--- config.mk ---
export PLATFORM = sky130hd
export DESIGN_NAME = hazard_forward_unit
export DESIGN_NICKNAME = d
export VERILOG_FILES = /design/src/rtl/hazard_pkg.sv /design/src/rtl/fwd_select.sv /design/src/rtl/hazard_forward_unit.sv
export SDC_FILE = /design/constraint.sdc
export NUM_CORES = 1
export LEC_CHECK = 0
export CAP_MARGIN = 20
export CORE_AREA = 5 5 51 53
export DETAILED_ROUTE_END_ITERATION = 6
export DIE_AREA = 0 0 56 58
export PLACE_DENSITY_LB_ADDON = 0.15
export SLEW_MARGIN = 0
export SYNTH_ARGS = -nofsm -noshare
export SYNTH_HDL_FRONTEND = slang
export SYNTH_SLANG_ARGS = --single-unit
--- constraint.sdc ---
create_clock -name clk -period 1.8 [get_ports clk]
set_input_delay 0.45 -clock clk [delete_from_list [all_inputs] [get_ports clk]]
set_output_delay 0.45 -clock clk [all_outputs]
set_load 0.1 [all_outputs]
--- src/rtl/hazard_pkg.sv ---
// Shared encodings for the hazard/forwarding unit: operand-source selects and FSM states.
package hazard_pkg;

  localparam logic [1:0] FWD_RF  = 2'b00;
  localparam logic [1:0] FWD_MEM = 2'b10;
  localparam logic [1:0] FWD_WB  = 2'b01;

  typedef enum logic {
    StIdle,
    StStall
  } hazState_e;

endpackage

--- src/rtl/fwd_select.sv ---
// Single-operand forwarding select: EX/MEM beats MEM/WB, register 0 is never forwarded.
module fwd_select
  import hazard_pkg::*;
#(
  parameter int unsigned REG_ADDR_W = 5
) (
  input  logic [REG_ADDR_W-1:0] rs,
  input  logic [REG_ADDR_W-1:0] exMemRd,
  input  logic                  exMemRegwrite,
  input  logic [REG_ADDR_W-1:0] memWbRd,
  input  logic                  memWbRegwrite,
  output logic [1:0]            sel
);

  logic exHit;
  logic wbHit;

  assign exHit = exMemRegwrite && (exMemRd != '0) && (exMemRd == rs);
  assign wbHit = memWbRegwrite && (memWbRd != '0) && (memWbRd == rs);

  always_comb begin
    sel = FWD_RF;
    if (exHit) begin
      sel = FWD_MEM;
    end else if (wbHit) begin
      sel = FWD_WB;
    end
  end

endmodule

--- src/rtl/hazard_forward_unit.sv ---
// Operand forwarding plus load-use stall FSM for a 5-stage pipeline.
// Optional build macro STALL_COUNTER_EN adds a saturating 32-bit stall_count output.
module hazard_forward_unit
  import hazard_pkg::*;
#(
  parameter int unsigned REG_ADDR_W = 5,
  parameter int unsigned NUM_SRC    = 2,
  parameter int unsigned LOAD_LAT   = 1
) (
  input  logic                          clk,
  input  logic                          rst,
  input  logic [NUM_SRC*REG_ADDR_W-1:0] id_ex_rs,
  input  logic [NUM_SRC*REG_ADDR_W-1:0] if_id_rs,
  input  logic [REG_ADDR_W-1:0]         id_ex_rd,
  input  logic                          id_ex_memread,
  input  logic [REG_ADDR_W-1:0]         ex_mem_rd,
  input  logic                          ex_mem_regwrite,
  input  logic [REG_ADDR_W-1:0]         mem_wb_rd,
  input  logic                          mem_wb_regwrite,
  input  logic                          hold,
  output logic [2*NUM_SRC-1:0]          fwd_sel,
  output logic                          stall,
  output logic                          bubble
`ifdef STALL_COUNTER_EN
  ,
  output logic [31:0]                   stall_count
`endif
);

  // The first stall cycle happens in IDLE, so STALL covers the remaining LOAD_LAT-1.
  localparam bit         MultiCycle = (LOAD_LAT > 1);
  localparam logic [2:0] CntInit    = MultiCycle ? 3'(LOAD_LAT - 2) : 3'd0;

  hazState_e            stateQ;
  logic      [2:0]      cntQ;
  logic      [NUM_SRC-1:0] rsMatch;
  logic                 hazard;

  for (genvar g = 0; g < NUM_SRC; g++) begin : gen_src
    fwd_select #(
      .REG_ADDR_W(REG_ADDR_W)
    ) u_fwd_select (
      .rs            (id_ex_rs[g*REG_ADDR_W +: REG_ADDR_W]),
      .exMemRd       (ex_mem_rd),
      .exMemRegwrite (ex_mem_regwrite),
      .memWbRd       (mem_wb_rd),
      .memWbRegwrite (mem_wb_regwrite),
      .sel           (fwd_sel[2*g +: 2])
    );

    assign rsMatch[g] = (if_id_rs[g*REG_ADDR_W +: REG_ADDR_W] == id_ex_rd);
  end

  assign hazard = id_ex_memread && (id_ex_rd != '0) && (|rsMatch);

  // Hazards seen while in STALL are ignored; stall is already high there.
  assign stall  = (stateQ == StStall) || hazard;
  assign bubble = stall;

  always_ff @(posedge clk or posedge rst) begin
    if (rst) begin
      stateQ <= StIdle;
      cntQ   <= 3'd0;
    end else if (!hold) begin
      case (stateQ)
        StIdle: begin
          if (hazard && MultiCycle) begin
            stateQ <= StStall;
            cntQ   <= CntInit;
          end
        end
        StStall: begin
          if (cntQ == 3'd0) begin
            stateQ <= StIdle;
          end else begin
            cntQ <= cntQ - 3'd1;
          end
        end
        default: stateQ <= StIdle;
      endcase
    end
  end

`ifdef STALL_COUNTER_EN
  logic [31:0] stallCntQ;

  always_ff @(posedge clk or posedge rst) begin
    if (rst) begin
      stallCntQ <= 32'd0;
    end else if (stall && !hold && (stallCntQ != 32'hFFFF_FFFF)) begin
      stallCntQ <= stallCntQ + 32'd1;
    end
  end

  assign stall_count = stallCntQ;
`endif

endmodule

== Word level (Yosys, flattened, before mapping) ==
Cells that the tools add are included.

* Add/sub/neg operators: 1
* Equality and inequality tests: 6
* Multiplexer cells: 6
* Bitwise operators: 2
* Reductions and logical operators: 15

{| class="wikitable"
|+ Operator list
! cell !! number
|-
| $eq A5 B5 Y1 || 6
|-
| $reduce_bool A5 Y1 || 3
|-
| $logic_and A1 B1 Y1 || 8
|-
| $mux W1 || 4
|-
| $mux W2 || 2
|-
| $logic_not A3 Y1 || 1
|-
| $reduce_and A3 Y1 || 1
|-
| $sub A3 B1 Y3 const B || 1
|-
| $not A1 Y1 || 2
|-
| $reduce_or A2 Y1 || 1
|-
| $logic_or A1 B1 Y1 || 1
|}

* Bits in registers: 4
* Bits of input ports: 41
* Output and inout bits: 6
* Logic and storage cells: 32

== Depth between registers and ports, before layout ==
Gate-level depths: netlist of the first run.

* Word-level depth: 5
* Mapped depth: 6
* Depth with buffers taken out: 6

== Modules after synthesis ==
A second synthesis of the first run with hierarchy kept.

* Cell total of the unflattened synthesis: 80
* Area total of the unflattened synthesis: 648.1 um^2

{| class="wikitable"
|+ Modules (own cells, without submodules)
! module !! instances !! cells each !! area an instance (um^2) !! sequential area each (um^2)
|-
| hazard_forward_unit || 1 || 38 || 330.3 || 100.1
|-
| fwd_select || 2 || 21 || 158.9 || 0.0
|}

== Worst setup path after synthesis of the first run ==
No wires, ideal clock.

* Kind: input to output
* From: input ex_mem_rd[0]
* To: output fwd_sel[0]
* Arrival: 2.953 ns
* Required time: 1.350 ns
* Slack: -1.603 ns
* Stages on the path: 4
* Path buffers: 0
* Path through: or4_1 o21ai_2 nor4_1 nor4_2

* Cells in the longest elaborated chain, start to end: 4
* Elaborated cells on any way between the ends: 5
* Those cells by class: eq/ne (1); mux (1); reduce/logical (3)

{| class="wikitable"
|+ RTL lines
! item !! RTL line !! RTL
|-
| start, declared || hazard_forward_unit.sv:16 || <nowiki>input logic [REG_ADDR_W-1:0] ex_mem_rd,</nowiki>
|-
| $reduce_bool A5 Y1 || fwd_select.sv:18 || <nowiki>assign exHit = exMemRegwrite && (exMemRd != '0) && (exMemRd == rs);</nowiki>
|-
| $logic_and A1 B1 Y1 || fwd_select.sv:18 ||
|-
| $logic_and A1 B1 Y1 * || fwd_select.sv:18 ||
|-
| net gen_src[0].u_fwd_select.exHit || fwd_select.sv:15 || <nowiki>logic exHit;</nowiki>
|-
| $mux W2 * || fwd_select.sv:23 || <nowiki>if (exHit) begin</nowiki>
|-
| end, declared || hazard_forward_unit.sv:21 || <nowiki>output logic [2*NUM_SRC-1:0] fwd_sel,</nowiki>
|}

The timed path passes the listed nets; every way through them passes the cells marked *.

== Worst setup path in the final report of the first run ==
* From: input id_ex_rs[7]
* To: output fwd_sel[2]

* Cells in the longest elaborated chain, start to end: 4
* Elaborated cells on any way between the ends: 6
* Those cells by class: eq/ne (2); mux (2); reduce/logical (2)

{| class="wikitable"
|+ RTL lines
! item !! RTL line !! RTL
|-
| start, declared || hazard_forward_unit.sv:12 || <nowiki>input logic [NUM_SRC*REG_ADDR_W-1:0] id_ex_rs,</nowiki>
|-
| $eq A5 B5 Y1 || fwd_select.sv:19 || <nowiki>assign wbHit = memWbRegwrite && (memWbRd != '0) && (memWbRd == rs);</nowiki>
|-
| $logic_and A1 B1 Y1 || fwd_select.sv:19 ||
|-
| $mux W1 || fwd_select.sv:25 || <nowiki>end else if (wbHit) begin</nowiki>
|-
| $mux W2 * || fwd_select.sv:23 ||
|}

Mark *: on every way between the ends. The rest lies on a longest branch, timed or not.

==> flow_metrics.py, run 1 <==
metrics = {
    "status": {
        "status": "complete, but fails checks",
        "violations": "negative setup slack",
    },
    "sta": {
        "clock.fmax_mhz": 438,
        "post-route-min-period_ns": 2.28,
        "worst_pin_slew_ns": 0.296,
        "fin_hold_ws_ns": 0.402,
        "worst_slack_ns": -0.482,
        "finalMaxSlewViolations": 0,
        "hold_viol": 0,
        "post-route-period-util_pct": 127,
        "relSlewSlack_pct": 80.1,
        "setup-violations-final": 4,
        "clock_skew_ns": 0.00524,
        "rsz0062_at_grt": "yes",
    },
    "global_routing": {
        "track_usage_pct": 13.4,
        "grt_pass1_wl_um": 3510,
        "grt_max_degree": 6,
        "antenna_found_initial": 0,
        "grt_pass1_vias": 847,
        "grt_overflow": 0,
    },
    "routing": {
        "wl_um": 2170,
        "first_iter_violations": 6,
        "vias": 744,
        "wl_per_cell_um": 13.0,
        "drc": 0,
        "vias_per_cell": 4.48,
        "drt-pass1-iter-count": 3,
        "ant_nets": 0,
    },
    "yosys": {
        "synth.area.top_cells": "xnor2_1 (25%), xor2_1 (20%), dfrtp_1 (16%)",
        "syn_inst": 72,
        "synthFlopType": "dfrtp_1",
        "synth-seq-cells": 4,
        "synth_xor_area_share_pct": 44.7,
        "syn_area_um2": 607,
        "synth_compound_area_share_pct": 7.63,
        "synth_top_family_by_area": "XOR/XNOR gates",
        "yosysWarnings": 0,
        "avgSynthCellArea_um2": 8.43,
        "synth_common_cells": "xnor2_1 (17), xor2_1 (14), inv_1 (5)",
        "ys_types": 20,
        "synth_top_area_share_pct": 24.5,
        "muxShareOfSynthArea_pct": 0,
        "ys_async_sr_fraction_pct": 100,
        "synthesis.nets": 115,
        "synth-edff-count": 0,
        "yosysTopAreaCell": "xnor2_1",
        "seq_area_frac_synth_pct": 16.5,
        "synthAdderAreaFrac_pct": 4.12,
        "synth_simple_gate_area_share_pct": 20.2,
        "yosysMostFrequentCell": "xnor2_1",
    },
    "worst_setup_path": {
        "worst-r2r-setup-slack_ns": 0.47,
        "cp.required_ns": 1.35,
        "rr_worst_depth": 7,
        "cp_data_arrival_time_ns": 1.83,
        "start_kind": "primary input",
        "cp_max_fo": 2,
        "cpLargestDelayFamily": "simple AND/OR/NAND/NOR gates",
        "worst_path_max_delay_cell": "or4_4",
        "r2r-start": "cntQ[0]",
        "critPathCaptureType": "primary output",
        "max_stage_delay_ns": 0.53,
        "path_cells": "clkbuf_2 > xor2_1 > or4_4 > nor4_4 > buf_12",
        "reg2reg_to": "cntQ[2]",
        "worst-path-buf-inv": 2,
        "setup.worst_path.class": "in2out",
    },
    "clock_network": {
        "ctsHoldBuffers": 0,
        "clk_path_buf_depth": 2,
        "worst_skew_pair.late_latency_ns": 0.23,
        "htreeDepth": 1,
        "cts.sinks": 4,
        "numCtsBuffers": 3,
        "cts-root-buf": "clkbuf_4",
        "cts_tree": "built",
        "path_clk_slew_ns": 0.04,
    },
    "layout": {
        "stdcell_area_um2": 1450,
        "syn2layout_area_growth_pct": 139,
        "nFillCells": 174,
        "utilization_pct": 68.9,
        "multi_input_area_um2": 654,
        "drive_gt1_share_pct": 60.9,
        "fin_nets": 183,
        "seq_area_um2": 100,
        "diodes": 0,
    },
    "power": {
        "leakagePower_nw": 0.682,
        "power.total_mw": 0.498,
        "ir_worst_vdd_v": 0.000324,
        "power_density_nw_per_um2": 343,
    },
    "placed_design": {
        "place_hpwl_um": 1790,
        "place_area_um2": 1360,
        "dp_worst_setup_slack_ns": -0.865,
        "io_buffers": 46,
        "finalWeightedCongestion": 0.834,
    },
    "floorplan": {
        "rows": 17,
        "core_area_um2": 2110,
        "die_area_um2": 3250,
        "die_w_um": 56,
        "start_util_pct": 28.8,
        "die_h_um": 58,
        "io_pins": 47,
    },
    "job": {
        "maxCapViolCount": 0,
    },
    "hold_path": {
        "min_path_type": "in2async",
    },
}
registers in the layout, summed over array words and instances, names as in the netlist:
| name | count |
|---|---|
| stateQ | 1 |
| cntQ | 3 |
worst max-delay path by stage:
stage / endpoint / cells after the start / start
2_1_floorplan: fwd_sel[0] / 3 / mem_wb_rd[4]
3_3_place_gp: fwd_sel[0] / 5 / mem_wb_rd[3]
3_5_place_dp: fwd_sel[0] / 6 / mem_wb_rd[2]
4_1_cts: fwd_sel[2] / 7 / ex_mem_rd[1]
5_1_grt: fwd_sel[2] / 5 / id_ex_rs[7]
6_report: fwd_sel[2] / 5 / id_ex_rs[7]
cell type report:
cell class,count,area share [%]
clock buffer,3,1.55
inverter,5,1.29
timing repair buffer,66,42.8
multi-input combinational,60,45.1
sequential,4,6.90
tap,28,2.41
stage by stage:
step                instances  TNS (ns)
floorplan                  72     -2.00
global placement          160     -3.90
detailed placement        160     -4.06
CTS                       165     -2.03
global route              166     -1.91
finish                    166     -1.64
cells in the final DEF, fill, tap and decap left out:
cell type / n
dfrtp_1: 4
xor2_1: 13
dlymetal6s2s_1: 3
inv_1: 5
o21ai_2: 1
clkdlybuf4s15_1: 1
o22ai_2: 1
nor3b_1: 1
buf_2: 11
buf_12: 6
nand3_2: 2
xnor2_2: 11
a31o_4: 1
xor2_2: 1
ha_1: 2
nand3_1: 2
buf_4: 17
a21boi_0: 1
a21oi_1: 2
o21ai_4: 1
clkbuf_2: 5
or4_4: 4
xnor2_1: 6
nor2_1: 3
clkdlybuf4s50_1: 3
nor4_4: 4
clkbuf_4: 3
dlygate4sd2_1: 4
buf_6: 16
nor3_1: 1
nand2_1: 3
metal layers:
layer	part of all wire, %	up-vias	global-route usage, %
met5	0	-	0
met4	0	0	5.08
met3	6.2	0	3.12
met2	57	30	27.2
met1	36	341	13.0
li1	-	373	-
what timing repair did:
action                                  CTS  global route
hold endpoints to repair                  0             0
endpoints found under the setup margin    6             6
gates resized for setup                 116            40
pin swaps                                26            15
buffers inserted                          2             1
power breakdown:
| part | switching, mW | internal [mW] |
|---|---|---|
| Combinational | 0.132 | 0.165 |
| Sequential | 0 | 0.0904 |
| Clock | 0.0365 | 0.0746 |
| Total | 0.169 | 0.330 |
logic make-up after synthesis:
| family | count (synthesis) |
|---|---|
| AOI/OAI and AO/OA | 7 |
| xor gates and xnor gates | 31 |
| adders and majority gates | 2 |
| buffers and inverters | 8 |
| DFF | 4 |
| and+or+nand+nor | 20 |
worst reg2reg max path: stages (launching register included):
cell	delay (ns)
dfrtp_1	0.31
inv_1	0.05
ha_1	0.20
ha_1	0.19
nor3b_1	0.18
buf_4	0.16
nor2_1	0.04
a21oi_1	0.11
Note: power is estimated with default switching activity, not from simulation.
==> run 2, diff against run 1 <==
- CORE_AREA: 5 5 51 53 -> 2 2 48 50
- DIE_AREA: 0 0 56 58 -> 0 0 50 52
- GPL_ROUTABILITY_DRIVEN: default -> 0
==> run 2 against run 1 <==
Against the previous run: the run still ends with negative setup slack left; clock skew fell by 0.0022 ns; worst hold slack improved by 0.00053 ns; non-clock buffer count did not move; cell count did not move; utilization rose by 0.95 points; global-route usage rose by 2.6 points; count of clock-buffer cells in the layout did not move; largest cell class unchanged; critical path depth rose by 2; first-iteration DRC count did not move.
==> flow_metrics.py, run 2 (synthesis gave the netlist of run 1 again) <==
metrics = {
    "floorplan": {
        "rows": 17,
        "start_util_pct": 28.8,
        "core_area_um2": 2110,
        "die_w_um": 50,
        "io_pins": 47,
        "die_area_um2": 2600,
        "die_h_um": 52,
    },
    "clock_network": {
        "cts.sinks": 4,
        "cts-root-buf": "clkbuf_4",
        "path_clk_slew_ns": 0.04,
        "worst_skew_pair.late_latency_ns": 0.24,
        "htreeDepth": 1,
        "numCtsBuffers": 3,
        "clk_path_buf_depth": 2,
        "ctsHoldBuffers": 0,
        "cts_tree": "built",
    },
    "worst_setup_path": {
        "max_stage_delay_ns": 0.49,
        "start_kind": "primary input",
        "cp_max_fo": 3,
        "cpLargestDelayFamily": "simple AND/OR/NAND/NOR gates",
        "worst-path-buf-inv": 3,
        "cp_data_arrival_time_ns": 1.87,
        "path_cells": "buf_8 > or4_4 > o21ai_2 > buf_4 > or4_4 > nor4_4 > buf_12",
        "critPathCaptureType": "primary output",
        "cp.required_ns": 1.35,
        "setup.worst_path.class": "in2out",
        "cpMostUsedCell": "or4_4",
        "worst_path_max_delay_cell": "or4_4",
    },
    "routing": {
        "wl_um": 1980,
        "ant_nets": 0,
        "wl_per_cell_um": 11.9,
        "drc": 0,
        "vias": 746,
        "vias_per_cell": 4.49,
        "drt-pass1-iter-count": 3,
        "first_iter_violations": 6,
    },
    "layout": {
        "reg_top3": "cntQ (3), stateQ (1)",
        "drive_gt1_share_pct": 60.9,
        "fin_cells": 166,
        "diodes": 0,
        "syn2layout_area_growth_pct": 142,
        "utilization_pct": 69.9,
        "stdcell_area_um2": 1470,
        "multi_input_area_um2": 654,
        "fin_nets": 183,
        "nFillCells": 164,
        "top_register": "cntQ",
        "largest_reg_flops": 3,
        "final_cell_mix": "buf_4 (16), buf_6 (14), xor2_1 (13)",
        "layout_commonest_cell": "buf_4",
        "seq_area_um2": 100,
    },
    "global_routing": {
        "grt_pass1_vias": 821,
        "grt_max_degree": 6,
        "track_usage_pct": 16.0,
        "grt_pass1_wl_um": 3190,
        "antenna_found_initial": 0,
        "grt_overflow": 0,
    },
    "sta": {
        "post-route-period-util_pct": 129,
        "clock.fmax_mhz": 431,
        "rsz0062_at_grt": "yes",
        "relSlewSlack_pct": 80.4,
        "worst_slack_ns": -0.521,
        "fin_hold_ws_ns": 0.402,
        "clock_skew_ns": 0.00305,
        "worst_pin_slew_ns": 0.292,
        "finalSetupTns_ns": -1.68,
        "post-route-min-period_ns": 2.32,
        "setup-violations-final": 4,
        "finalMaxSlewViolations": 0,
        "hold_viol": 0,
    },
    "status": {
        "status": "complete, but fails checks",
        "violations": "negative setup slack",
    },
    "power": {
        "power_density_nw_per_um2": 341,
        "leakagePower_nw": 0.689,
        "ir_worst_vdd_v": 0.000405,
    },
    "placed_design": {
        "place_hpwl_um": 1580,
        "io_buffers": 46,
        "place_inst": 160,
        "place_area_um2": 1360,
    },
    "job": {
        "maxCapViolCount": 0,
    },
    "hold_path": {
        "min_path_type": "in2async",
    },
}
## run 2: changes by cell type in the layout (fill, tap and decap cells not counted)
cell,change
buf_6,-2
buf_4,-1
buf_8,+3
clkdlybuf4s15_2,+1
clkbuf_2,-2
clkdlybuf4s15_1,-1
buf_2,+1
dlygate4sd2_1,+1
## run 2: what timing repair did
item / CTS / global route
pin swaps: 25 / 17
endpoints found under the setup margin: 6 / 6
gates resized for setup: 110 / 50
setup buffers: 4 / 1
## run 2: worst paths after layout
check,start,end,slack [ns],cells after the start
worst max register to register,cntQ[0],cntQ[2],0.43,7
max in group asynchronous,rst,cntQ[1],1.25,2
worst min register to register,cntQ[1],cntQ[1],0.52,2
worst max-delay path,mem_wb_rd[4],fwd_sel[0],-0.52,7
worst min-delay path,rst,cntQ[2],0.40,2
min in group clk,cntQ[1],cntQ[1],0.52,2
## run 2: cell type report
type	instances	share of cell area [%]
timing repair buffer	66	43.5
tap	28	2.38
inverter	5	1.28
clock buffer	3	1.53
multi-input combinational	60	44.5
sequential	4	6.80
## run 2: worst reg2reg max path: cells and delay by family, from the launching register on
family	cells	cell delay, ns
compound gates	1	0.13
flops	1	0.32
simple gates	2	0.24
buf+inv	2	0.23
fa+ha+maj	2	0.38
## run 2: through the flow
| stage | setup WS (ns) | power, mW |
|---|---|---|
| finish | -0.521 | 0.502 |
| global route | -0.565 | 0.529 |
| CTS | -0.626 | 0.479 |
| detailed placement | -0.870 | 0.367 |
| global placement | -0.844 | 0.365 |
| floorplan | -0.895 | 0.210 |
## run 2: power by group
| part | switching (mW) | internal (mW) | total [mW] |
|---|---|---|---|
| logic | 0.130 | 0.169 | 0.298 |
| clock network | 0.0386 | 0.0747 | 0.113 |
| registers | 0 | 0.0904 | 0.0904 |
| total | 0.168 | 0.334 | 0.502 |
## run 2: layer usage
layer  global-route usage (%)  vias up  share of wire, %
met4                     4.17        0                 0
met1                     16.4      343                35
met5                        0        -                 0
met3                     1.72        0               5.8
li1                         -      374                 -
met2                     33.6       29                59
==> run 3, diff against run 2 <==
- GPL_ROUTABILITY_DRIVEN: 0 -> 1
==> results of run 3 <==
Same layout as run 2: the final DEF is identical, and so are final timing and power.
